### config.mk
export PLATFORM = sky130hd
export DESIGN_NAME = onchip_mem_stream_master
export DESIGN_NICKNAME = d
export VERILOG_FILES = /design/src/rtl/onchip_mem_stream_master.sv
export SDC_FILE = /design/constraint.sdc
export NUM_CORES = 1
export LEC_CHECK = 0
export CAP_MARGIN = 20
export CORE_UTILIZATION = 66
export DETAILED_ROUTE_END_ITERATION = 8
export DONT_BUFFER_PORTS = 1
export PLACE_DENSITY = 0.82
export SYNTH_ARGS = -nofsm -noshare
export SYNTH_HDL_FRONTEND = slang
export SYNTH_SLANG_ARGS = --single-unit
export TNS_END_PERCENT = 1
### constraint.sdc
create_clock -name clk -period 14.25 [get_ports clk]
set_input_delay 4.275 -clock clk [delete_from_list [all_inputs] [get_ports clk]]
set_output_delay 4.275 -clock clk [all_outputs]
set_load 0.01 [all_outputs]
### src/rtl/onchip_mem_stream_master.sv
// onchip_mem_stream_master: Avalon-MM on-chip RAM reader presenting words as a valid/ready stream.
// Defining STREAM_MASTER_LOOP_EN enables circular replay of the programmed window via the loop input.
module onchip_mem_stream_master #(
    parameter int MEM_WORDS    = 3840,
    parameter int ADDR_W       = 12,
    parameter int READ_LATENCY = 1,
    parameter int FIFO_DEPTH   = 4
) (
    input  logic              clk,
    input  logic              reset,
    input  logic              start,
    input  logic              abort,
    input  logic              loop,
    input  logic [ADDR_W-1:0] base_addr,
    input  logic [12:0]       word_count,
    output logic              busy,
    output logic              done,
    output logic [ADDR_W-1:0] avm_address,
    output logic [3:0]        avm_byteenable,
    output logic              avm_chipselect,
    output logic              avm_write,
    output logic [31:0]       avm_writedata,
    output logic              avm_clken,
    input  logic [31:0]       avm_readdata,
    output logic [31:0]       src_data,
    output logic              src_valid,
    input  logic              src_ready
);
    localparam int PW = $clog2(FIFO_DEPTH);
    localparam int UW = PW + 1;

    typedef enum logic [1:0] {IDLE, RUN, DRAIN} state_t;

    state_t                  state;
    logic                    aborting;
    logic [ADDR_W-1:0]       base_r, nxt_addr, iss_addr, ld_base;
    logic [12:0]             cnt_r, rem, acc_idx, iss_rem, ld_cnt;
    logic [UW-1:0]           used, used_p, fcnt;
    logic [PW-1:0]           wp, rp;
    logic [31:0]             mem [FIFO_DEPTH];
    logic [READ_LATENCY-1:0] tags;
    logic                    loop_s, go, kill, pop, push, can, last;

    function automatic logic [ADDR_W-1:0] wrap(input logic [ADDR_W-1:0] a);
        return a == ADDR_W'(MEM_WORDS - 1) ? '0 : a + 1'b1;
    endfunction

`ifdef STREAM_MASTER_LOOP_EN
    assign loop_s = loop;
`else
    assign loop_s = loop & 1'b0;
`endif

    assign avm_byteenable = 4'hF;
    assign avm_write      = 1'b0;
    assign avm_writedata  = '0;
    assign avm_clken      = 1'b1;
    assign busy           = state != IDLE;
    assign src_valid      = fcnt != '0;
    assign src_data       = mem[rp];

    assign go       = state == IDLE && start && !abort && word_count != '0;
    assign kill     = state != IDLE && abort;
    assign pop      = src_valid && src_ready;
    assign push     = tags[READ_LATENCY-1] && !aborting;
    // used reserves a FIFO slot from the moment a read is decided until its word is popped
    assign used_p   = used - UW'(pop);
    assign can      = (go || (state == RUN && !abort)) && used_p < UW'(FIFO_DEPTH);
    assign iss_addr = go ? base_addr : nxt_addr;
    assign iss_rem  = go ? word_count : rem;
    assign ld_base  = go ? base_addr : base_r;
    assign ld_cnt   = go ? word_count : cnt_r;
    assign last     = iss_rem == 13'd1;

    always_ff @(posedge clk or posedge reset) begin
        if (reset) begin
            state          <= IDLE;
            aborting       <= 1'b0;
            done           <= 1'b0;
            avm_address    <= '0;
            avm_chipselect <= 1'b0;
            base_r         <= '0;
            nxt_addr       <= '0;
            cnt_r          <= '0;
            rem            <= '0;
            acc_idx        <= '0;
            used           <= '0;
            tags           <= '0;
        end else begin
            done <= 1'b0;
            tags <= (tags << 1) | READ_LATENCY'(avm_chipselect);
            if (kill) begin
                state          <= DRAIN;
                aborting       <= 1'b1;
                avm_chipselect <= 1'b0;
                used           <= '0;
            end else begin
                avm_chipselect <= can;
                used           <= used_p + UW'(can);
                if (can) begin
                    avm_address <= iss_addr;
                    nxt_addr    <= last && loop_s ? ld_base : wrap(iss_addr);
                    rem         <= last && loop_s ? ld_cnt : iss_rem - 13'd1;
                    if (last && !loop_s)
                        state <= DRAIN;
                    else if (go)
                        state <= RUN;
                end
                if (go) begin
                    base_r  <= base_addr;
                    cnt_r   <= word_count;
                    acc_idx <= '0;
                end
                if (state == IDLE && start && !abort && word_count == '0)
                    done <= 1'b1;
                if (pop) begin
                    acc_idx <= acc_idx == cnt_r - 13'd1 ? '0 : acc_idx + 13'd1;
                    done    <= acc_idx == cnt_r - 13'd1;
                end
                if (state == DRAIN && !aborting && pop && used == UW'(1))
                    state <= IDLE;
                // aborted reads still return; wait for the tag pipe to empty before idling
                if (aborting && tags == '0) begin
                    state    <= IDLE;
                    aborting <= 1'b0;
                end
            end
        end
    end

    always_ff @(posedge clk or posedge reset) begin
        if (reset) begin
            fcnt <= '0;
            wp   <= '0;
            rp   <= '0;
            for (int i = 0; i < FIFO_DEPTH; i++)
                mem[i] <= '0;
        end else if (kill) begin
            fcnt <= '0;
            wp   <= '0;
            rp   <= '0;
        end else begin
            if (push) begin
                mem[wp] <= avm_readdata;
                wp      <= wp + 1'b1;
            end
            if (pop)
                rp <= rp + 1'b1;
            fcnt <= fcnt + UW'(push) - UW'(pop);
        end
    end
endmodule

==> impl_metrics.json, run 1 <==
{
  "status": "completed",
  "drv_slew": 0,
  "grt_pass1_vias": 7529,
  "grt_pass1_wl_um": 37600,
  "synth_area_per_cell_um2": 10.9,
  "grt_setup_unrepaired": "false",
  "grt_util_all_layers_pct": 26.7,
  "clkLatencyLatePin_ns": 0.50,
  "drtAntennaViolNets": 0,
  "viasPerCell": 6.21,
  "cts_buffers": 22,
  "crit_buf_inv": 1,
  "cts_buffer_depth": 3,
  "io_buffers": 0,
  "cts_tree": "built",
  "total_leakage_power_nw": 5.28,
  "num_vias": 7581,
  "tightest_slew_ns": 0.938,
  "p_switching_mw": 0.765,
  "crit_arrival_ns": 7.77,
  "cpMostUsedCell": "nand2_1",
  "crit_fanout": 62,
  "die_area_um2": 17200,
  "hold_viol_final": 0,
  "fmax_mhz": 135,
  "initial_utilization_pct": 68.4,
  "yosys.area.top_type": "dfrtp_1",
  "critical_path_class": "input pin to flip-flop",
  "synthCells": 1010,
  "worst_path_max_delay_cell": "or4b_1",
  "drt_iter0_markers": 378,
  "grt-ovfl-total": 0,
  "p_per_area_nw_per_um2": 188,
  "postCtsHoldBufs": 0,
  "internal_power_mw": 1.45,
  "power_frac_seq_pct": 40.9,
  "switching_share_pct": 34.5,
  "cts-root-buf": "clkbuf_16",
  "htreeDepth": 1,
  "period_share_pct": 52.0,
  "yosysUniqueCellTypes": 69,
  "first_pass_iters": 5,
  "synth_area_leaders": "dfrtp_1, mux2_2, mux4_2",
  "ys_async_sr_fraction_pct": 100,
  "yosysSeqAreaShare_pct": 47.0,
  "wl_per_cell_um": 18.5,
  "drive_above_1_share_pct": 21.7,
  "max_stage_delay_ns": 0.66,
  "fin_crit_ns": 7.41,
  "comb_power_share_pct": 33.9,
  "synth.most_common_cell": "dfrtp_1",
  "synth.ff_latch_count": 207,
  "cts_resized": 0,
  "finalNonFillerCells": 1220,
  "fin_util_pct": 73.0,
  "cts.reportedPaths.clkPinSlew_ns": 0.06,
  "cts.sinks": 207,
  "fin_worst_skew_ns": 0.00847,
  "worst_ir_drop_vdd_mv": 0.109,
  "critPathLaunchType": "input pin",
  "gp_congestion": 0.901,
  "io_pins": 149,
  "grt_max_degree": 130,
  "drc": 0,
  "yosysWarningCount": 0,
  "antenna_found_initial": 0,
  "synth_edf_count": 0,
  "ys.flop_type": "dfrtp_1",
  "setup_tns_ns": 0,
  "rows": 46,
  "power.total_mw": 2.22,
  "syn_to_final_growth_pct": 6.71,
  "critPathCaptureType": "flip-flop",
  "synth.top_cell.area_share_pct": 47.0,
  "place_hpwl_um": 14500,
  "antennaDiodeCount": 0,
  "wirelength_um": 22600,
  "post_cts_buffers": 0,
  "die_w_um": 131,
  "synth_area_um2": 11000,
  "die_h_um": 131,
  "hold_class": "flip-flop to flip-flop",
  "synthTopCellsByCount": "dfrtp_1, mux2_2, nand2_1",
  "pwr-share-clk_pct": 25.2,
  "finalSetupViolCount": 0,
  "n_fill_cell": 1101,
  "cap_violations": 0,
  "crit_chain": "or4b_1 > a41oi_4 > buf_4 > nand2_1 > nand2_1 > ha_1 > and4_1 > nand3_1 > mux2i_1 > o21a_1 > nor3_1 > o21ai_0 > o31ai_1",
  "required_ns": 14.61,
  "critical_path.top_delay_family": "simple AND/OR/NAND/NOR gates",
  "nets": 1067,
  "slew_headroom_pct": 37.5,
  "placedCellCount": 1180,
  "design.core.area_um2": 16100
}
kinds of logic after synthesis:
| family | after synthesis | synth area share, % |
|---|---|---|
| AOI/OAI and AO/OA | 150 | 8.77 |
| xor gates and xnor gates | 32 | 2.54 |
| adders and majority gates | 16 | 1.89 |
| buffers and inverters | 125 | 5.70 |
| DFF | 207 | 47.0 |
| muxes | 172 | 20.8 |
| other | 2 | 0.0682 |
| and+or+nand+nor | 306 | 13.3 |
flip-flops by register name, indices dropped and copies added, names as in the netlist, 3 cells and up:
name,flops
acc_idx,13
avm_address,12
cnt_r,13
fcnt,3
mem,128
nxt_addr,12
rem,13
used,3
layer usage:
layer  global-route usage [%]  vias up  part of all wire [%]
met5                        0        -                     0
met3                     5.56       26                   6.7
met1                     35.0     3771                    42
met4                     6.60        0                   1.5
met2                     45.6      250                    50
li1                         -     3534                     -
worst register-to-register path, delay by kind of cell (launching register included):
family	cells	cell delay, ns
AND/OR/NAND/NOR	6	1.48
AO/OA/AOI/OAI	4	0.95
buffers and inverters	1	0.55
flip-flops	1	0.39
adder cells (fa/ha/maj)	1	0.30
multiplexers	1	0.24
layout make-up:
class | count | area [um^2] | share of cell area [%]
Multi-Input combinational cell | 714 | 5370 | 45.7
Sequential cell | 207 | 5180 | 44.1
Clock buffer | 35 | 659 | 5.61
Tap cell | 216 | 270 | 2.30
Inverter | 30 | 120 | 1.02
Timing Repair Buffer | 13 | 97.6 | 0.830
Clock inverter | 5 | 61.3 | 0.521
through the flow:
step / setup WS (ns) / hold WS, ns / instance area, um^2
floorplan: 4.32 / 0.416 / 11200
global placement: 6.44 / 0.481 / 11000
detailed placement: 6.40 / 0.489 / 11000
CTS: 6.91 / 0.502 / 11800
global route: 6.57 / 0.507 / 11800
finish: 6.84 / 0.492 / 11800
power groups by stage:
stage                     sequential, mW  combinational [mW]  clock [mW]
after detailed placement           0.911               0.751           0
after CTS                          0.904               0.756       0.567
after global placement             0.900               0.724           0
after global routing               0.929               0.832       0.590
final                              0.906               0.752       0.558
after floorplan                    0.866               0.646           0
worst paths after layout:
check                                     from        endpoint  slack (ns)  depth (start not counted)
worst max-delay path                     abort     nxt_addr[5]        6.84                         13
worst min-delay path            avm_chipselect            tags        0.49                          0
worst max register to register        state[0]     nxt_addr[5]       10.21                         13
worst min register to register  avm_chipselect            tags        0.49                          0
max in group asynchronous                reset        mem[102]        8.92                          2
min in group asynchronous                reset  avm_address[0]        3.80                          1
placed cells by master (no fill, tap or decap), drive strengths merged, types with 4 or more instances in the layout:
master | netlist | final
dfrtp | 207 | 207
mux2 | 130 | 130
nand2 | 118 | 118
nor2 | 53 | 53
o21ai | 47 | 47
conb | 2 | 38
clkbuf | 28 | 35
mux4 | 32 | 32
inv | 30 | 30
nand3 | 29 | 29
a31oi | 26 | 26
nor3 | 26 | 26
a21oi | 24 | 24
xnor2 | 22 | 22
nor4 | 18 | 18
ha | 15 | 15
buf | 67 | 13
and2 | 10 | 10
mux2i | 10 | 10
xor2 | 10 | 10
nand4 | 8 | 8
or4 | 7 | 7
or3 | 6 | 6
o211ai | 6 | 6
nand2b | 6 | 6
o31ai | 6 | 6
and3 | 5 | 5
a2bb2oi | 4 | 4
o32ai | 4 | 4
nor3b | 4 | 4
or2 | 4 | 4
clkinv | 0 | 4
No activity file was read; power rests on OpenSTA's default activity.
==> run 2, diff against run 1 <==
- CORE_UTILIZATION: 66 -> 64
- PLACE_DENSITY: 0.82 -> 0.8
- clock period: 14.25 -> 7.5 ns (I/O delays scaled with it)
==> impl_metrics.json, run 2 (synthesis gave the netlist of run 1 again) <==
{
  "status": "completed",
  "top_register": "mem",
  "drtAntennaViolNets": 0,
  "fin_worst_skew_ns": 0.00972,
  "fmax_mhz": 186,
  "crit_arrival_ns": 5.74,
  "crit_buf_inv": 0,
  "io_pins": 149,
  "pwr-share-clk_pct": 25.2,
  "wirelength_um": 22500,
  "min_from": "mem[56]",
  "worst_ir_drop_vdd_mv": 0.205,
  "timing.rr.start": "state[0]",
  "critical_path_class": "input pin to flip-flop",
  "required_ns": 7.85,
  "io_buffers": 0,
  "critPathLaunchType": "input pin",
  "post_cts_buffers": 0,
  "r2r-end": "rem[10]",
  "cts_buffers": 22,
  "cp.depth": 11,
  "cap_violations": 0,
  "die_area_um2": 17700,
  "critPathCaptureType": "flip-flop",
  "cts.reportedPaths.clkPinSlew_ns": 0.06,
  "first_pass_iters": 5,
  "design.core.area_um2": 16700,
  "tightest_slew_ns": 0.880,
  "setup_ws_ns": 2.11,
  "switching_share_pct": 35.0,
  "period_share_pct": 71.8,
  "reg2reg_setup_slack_ns": 3.56,
  "finalSetupViolCount": 0,
  "p_per_area_nw_per_um2": 357,
  "placedCellCount": 1185,
  "internal_power_mw": 2.74,
  "grt_util_all_layers_pct": 26.0,
  "total_leakage_power_nw": 5.27,
  "grt_max_degree": 152,
  "place_hpwl_um": 14900,
  "cts_tree": "built",
  "rr_worst_depth": 10,
  "drive_above_1_share_pct": 22.4,
  "nets": 1068,
  "cts_buffer_depth": 3,
  "p_switching_mw": 1.47,
  "clkLatencyLatePin_ns": 0.50,
  "num_vias": 7498,
  "drc": 0,
  "cpMostUsedCell": "nand2_1",
  "postCtsHoldBufs": 0,
  "finalNonFillerCells": 1225,
  "rows": 47,
  "antenna_found_initial": 0,
  "min_to": "mem[56]",
  "max_stage_delay_ns": 0.69,
  "grt_setup_unrepaired": "false",
  "largest_reg_flops": 128,
  "grt_pass1_vias": 7491,
  "die_w_um": 133,
  "drv_slew": 0,
  "crit_chain": "nor3_1 > a41oi_4 > nand2_1 > a21boi_0 > ha_1 > nand2_1 > mux2_4 > or2_1 > or4_1 > a31oi_1 > a21oi_1",
  "gp_congestion": 0.892,
  "comb_power_share_pct": 33.8,
  "drt_iter0_markers": 423,
  "htreeDepth": 1,
  "pre_cts_slack_ns": 1.65,
  "grt_pass1_wl_um": 37600,
  "setup_tns_ns": 0,
  "final_cell_mix": "dfrtp_1, mux2_2, nand2_1",
  "critical_path.top_delay_family": "simple AND/OR/NAND/NOR gates",
  "wl_per_cell_um": 18.4,
  "worstHoldPathCells": 1,
  "cts_resized": 0,
  "syn_to_final_growth_pct": 6.96,
  "viasPerCell": 6.12,
  "cts.sinks": 207,
  "cts-root-buf": "clkbuf_16",
  "die_h_um": 133,
  "hold_class": "flip-flop to flip-flop",
  "initial_utilization_pct": 66.0,
  "fin_crit_ns": 5.39,
  "slew_headroom_pct": 40.8,
  "power_frac_seq_pct": 40.9,
  "antennaDiodeCount": 0,
  "final_common_cell": "dfrtp_1",
  "worst_path_max_delay_cell": "nor3_1",
  "crit_fanout": 14,
  "grt-ovfl-total": 0,
  "hold_viol_final": 0
}
[run 2: cell types whose count changed in the layout (fill, tap and decap cells not counted), sizes merged]
cell,change
buf,+1
inv,-1
clkinvlp,+6
clkinv,+3
clkbuf,-8
[run 2: final cells by class]
type                    instances  area (um^2)
multi-input cells             714         5370
flip-flops and latches        207         5180
fillers                      1182         4920
clock buffers                  27          609
well taps                     220          275
clock inverters                13          118
repair buffers                 14          118
inverters                      30          116
[run 2: power groups by stage]
stage | Sequential, mW | Clock, mW | Combinational (mW)
floorplan | 1.65 | 0 | 1.23
global placement | 1.72 | 0 | 1.38
detailed placement | 1.74 | 0 | 1.42
CTS | 1.72 | 1.08 | 1.43
global route | 1.77 | 1.13 | 1.58
finish | 1.72 | 1.06 | 1.42
[run 2: worst max path at each step]
stage | from | to | slack, ns
after global placement | word_count[0] | rem[10] | 1.67
after detailed placement | word_count[0] | rem[10] | 1.65
final | word_count[0] | rem[10] | 2.11
after floorplan | word_count[9] | rem[10] | 1.43
after CTS | word_count[0] | rem[10] | 2.16
after global routing | word_count[0] | nxt_addr[5] | 1.82
[run 2: worst reg2reg max path: stages (launching register included)]
cell and delay (ns):
dfrtp_1 0.39, or4b_1 0.71, a41o_4 0.51, a21boi_0 0.33, ha_1 0.29, nand2_1 0.16
mux2_4 0.34, or2_1 0.33, or4_1 0.50, a31oi_1 0.19, a21oi_1 0.05
[run 2: through the flow]
step | hold slack (ns) | power (mW) | utilization, % | cell area, um^2
6_report | 0.499 | 4.21 | 70.6 | 11800
3_5_place_dp | 0.485 | 3.16 | 66.2 | 11100
5_1_grt | 0.506 | 4.47 | 70.6 | 11800
4_1_cts | 0.501 | 4.23 | 70.6 | 11800
3_3_place_gp | 0.478 | 3.09 | 66.2 | 11100
2_1_floorplan | 0.416 | 2.87 | - | 11200
[run 2: per-layer routing]
metal  up-vias  share of wire, %  global-route usage (%)
met4         0               1.9                    6.12
met1      3723                44                    36.7
met3        34               5.5                    4.03
met2       212                48                    42.7
li1       3529                 -                       -
met5         -                 0                       0
==> run 3, diff against run 2 <==
- CORE_UTILIZATION: 64 -> 58
- PLACE_DENSITY: 0.8 -> 0.76
- clock period: 7.5 -> 4.94 ns (I/O delays scaled with it)
==> impl_metrics.json, run 3 (synthesis gave the netlist of run 1 again) <==
{
  "status": "completed",
  "p_per_area_nw_per_um2": 549,
  "syn_to_final_growth_pct": 8.13,
  "fin_crit_ns": 4.07,
  "initial_utilization_pct": 59.1,
  "drt_iter0_markers": 384,
  "io_buffers": 0,
  "hold_class": "flip-flop to flip-flop",
  "hold_viol_final": 0,
  "cts.reportedPaths.clkPinSlew_ns": 0.06,
  "first_pass_iters": 5,
  "period_share_pct": 82.4,
  "antennaDiodeCount": 0,
  "fin_worst_skew_ns": 0.0133,
  "cts-root-buf": "clkbuf_16",
  "power.total_mw": 6.54,
  "fin_util_pct": 63.9,
  "critPathLaunchType": "input pin",
  "crit_buf_inv": 1,
  "grt_pass1_vias": 7625,
  "grt_setup_unrepaired": "false",
  "htreeDepth": 1,
  "tightest_slew_ns": 0.945,
  "fmax_mhz": 246,
  "wirelength_um": 23100,
  "place_hpwl_um": 15300,
  "design.core.area_um2": 18600,
  "largest_reg_flops": 128,
  "startpoint": "word_count[4]",
  "drtAntennaViolNets": 0,
  "timing.rr.start": "state[0]",
  "required_ns": 5.29,
  "grt-ovfl-total": 0,
  "crit_arrival_ns": 4.42,
  "postCtsHoldBufs": 0,
  "grt_util_all_layers_pct": 24.4,
  "die_h_um": 140,
  "antenna_found_initial": 0,
  "total_leakage_power_nw": 5.34,
  "crit_chain": "nor4_1 > buf_4 > a41oi_4 > nand2_1 > a21boi_0 > ha_1 > nand2_1 > mux2_4 > or2_1 > or4_1 > a31oi_1 > a21oi_1",
  "min_from": "mem[46]",
  "final_cell_mix": "dfrtp_1, mux2_2, nand2_1",
  "max_stage_delay_ns": 0.49,
  "drv_slew": 0,
  "slew_headroom_pct": 36.4,
  "worst_path_max_delay_cell": "or4_1",
  "top_register": "mem",
  "cts_buffer_depth": 3,
  "cts_buffers": 22,
  "finalSetupViolCount": 0,
  "die_w_um": 140,
  "grt_max_degree": 122,
  "io_pins": 149,
  "cts_resized": 0,
  "gp_congestion": 0.874,
  "cts_tree": "built",
  "drc": 0,
  "final_common_cell": "dfrtp_1",
  "cap_violations": 0,
  "whs_ns": 0.499,
  "nets": 1076,
  "critical_path_class": "input pin to flip-flop",
  "num_vias": 7586,
  "cpMostUsedCell": "nand2_1",
  "grt_pass1_wl_um": 38800,
  "drive_above_1_share_pct": 22.8,
  "crit_fanout": 8,
  "critical_path.top_delay_family": "simple AND/OR/NAND/NOR gates",
  "viasPerCell": 6.08,
  "post_cts_buffers": 0,
  "clkLatencyLatePin_ns": 0.50,
  "die_area_um2": 19600,
  "critPathCaptureType": "flip-flop",
  "worst_ir_drop_vdd_mv": 0.330,
  "rows": 50,
  "wl_per_cell_um": 18.6,
  "cts.sinks": 207
}
-- run 3: cell count changes in the layout (fill, tap and decap cells not counted), sizes merged --
cell	change
clkinv	-3
clkbuf	+3
bufinv	+2
buf	+8
clkinvlp	-2
-- run 3: per-layer routing --
metal | vias up | global-route usage (%) | wire length (um)
met5 | - | 0 | 0
met1 | 3799 | 31.7 | 9970
li1 | 3554 | - | -
met3 | 31 | 5.68 | 1390
met4 | 0 | 6.13 | 454
met2 | 202 | 41.5 | 11300
-- run 3: worst paths after layout --
path                                   to  slack, ns  cells after the start
max                               rem[10]       0.87                     12
min                               mem[46]       0.50                      1
max reg2reg                       rem[10]       1.46                     10
min reg2reg                       mem[46]       0.50                      1
max in group asynchronous  avm_address[0]       2.82                      2
min in group asynchronous         mem[40]       0.91                      1
-- run 3: power by group --
| group | leakage [nW] | internal, mW | switching (mW) | total, mW |
|---|---|---|---|---|
| sequential | 2.68 | 2.20 | 0.451 | 2.65 |
| clock | 0.374 | 1.07 | 0.663 | 1.73 |
| combinational | 2.29 | 1.04 | 1.13 | 2.16 |
| total | 5.34 | 4.30 | 2.24 | 6.54 |
-- run 3: layout make-up --
cell class | count | area, um^2
clock buffers | 30 | 642
clock inverters | 10 | 133
fillers | 1459 | 6730
inverters | 30 | 116
multi-input cells | 714 | 5370
flip-flops and latches | 207 | 5180
well taps | 234 | 293
repair buffers | 22 | 181
-- run 3: stage by stage --
stage / instance area [um^2] / instances / setup WS [ns] / setup TNS, ns
final: 11900 / 1247 / 0.871 / 0
after global routing: 11900 / 1247 / 0.642 / 0
after CTS: 11900 / 1247 / 0.885 / 0
after detailed placement: 11100 / 1207 / 0.373 / 0
after global placement: 11100 / 1206 / 0.379 / 0
after floorplan: 11200 / 1046 / -0.360 / -0.474
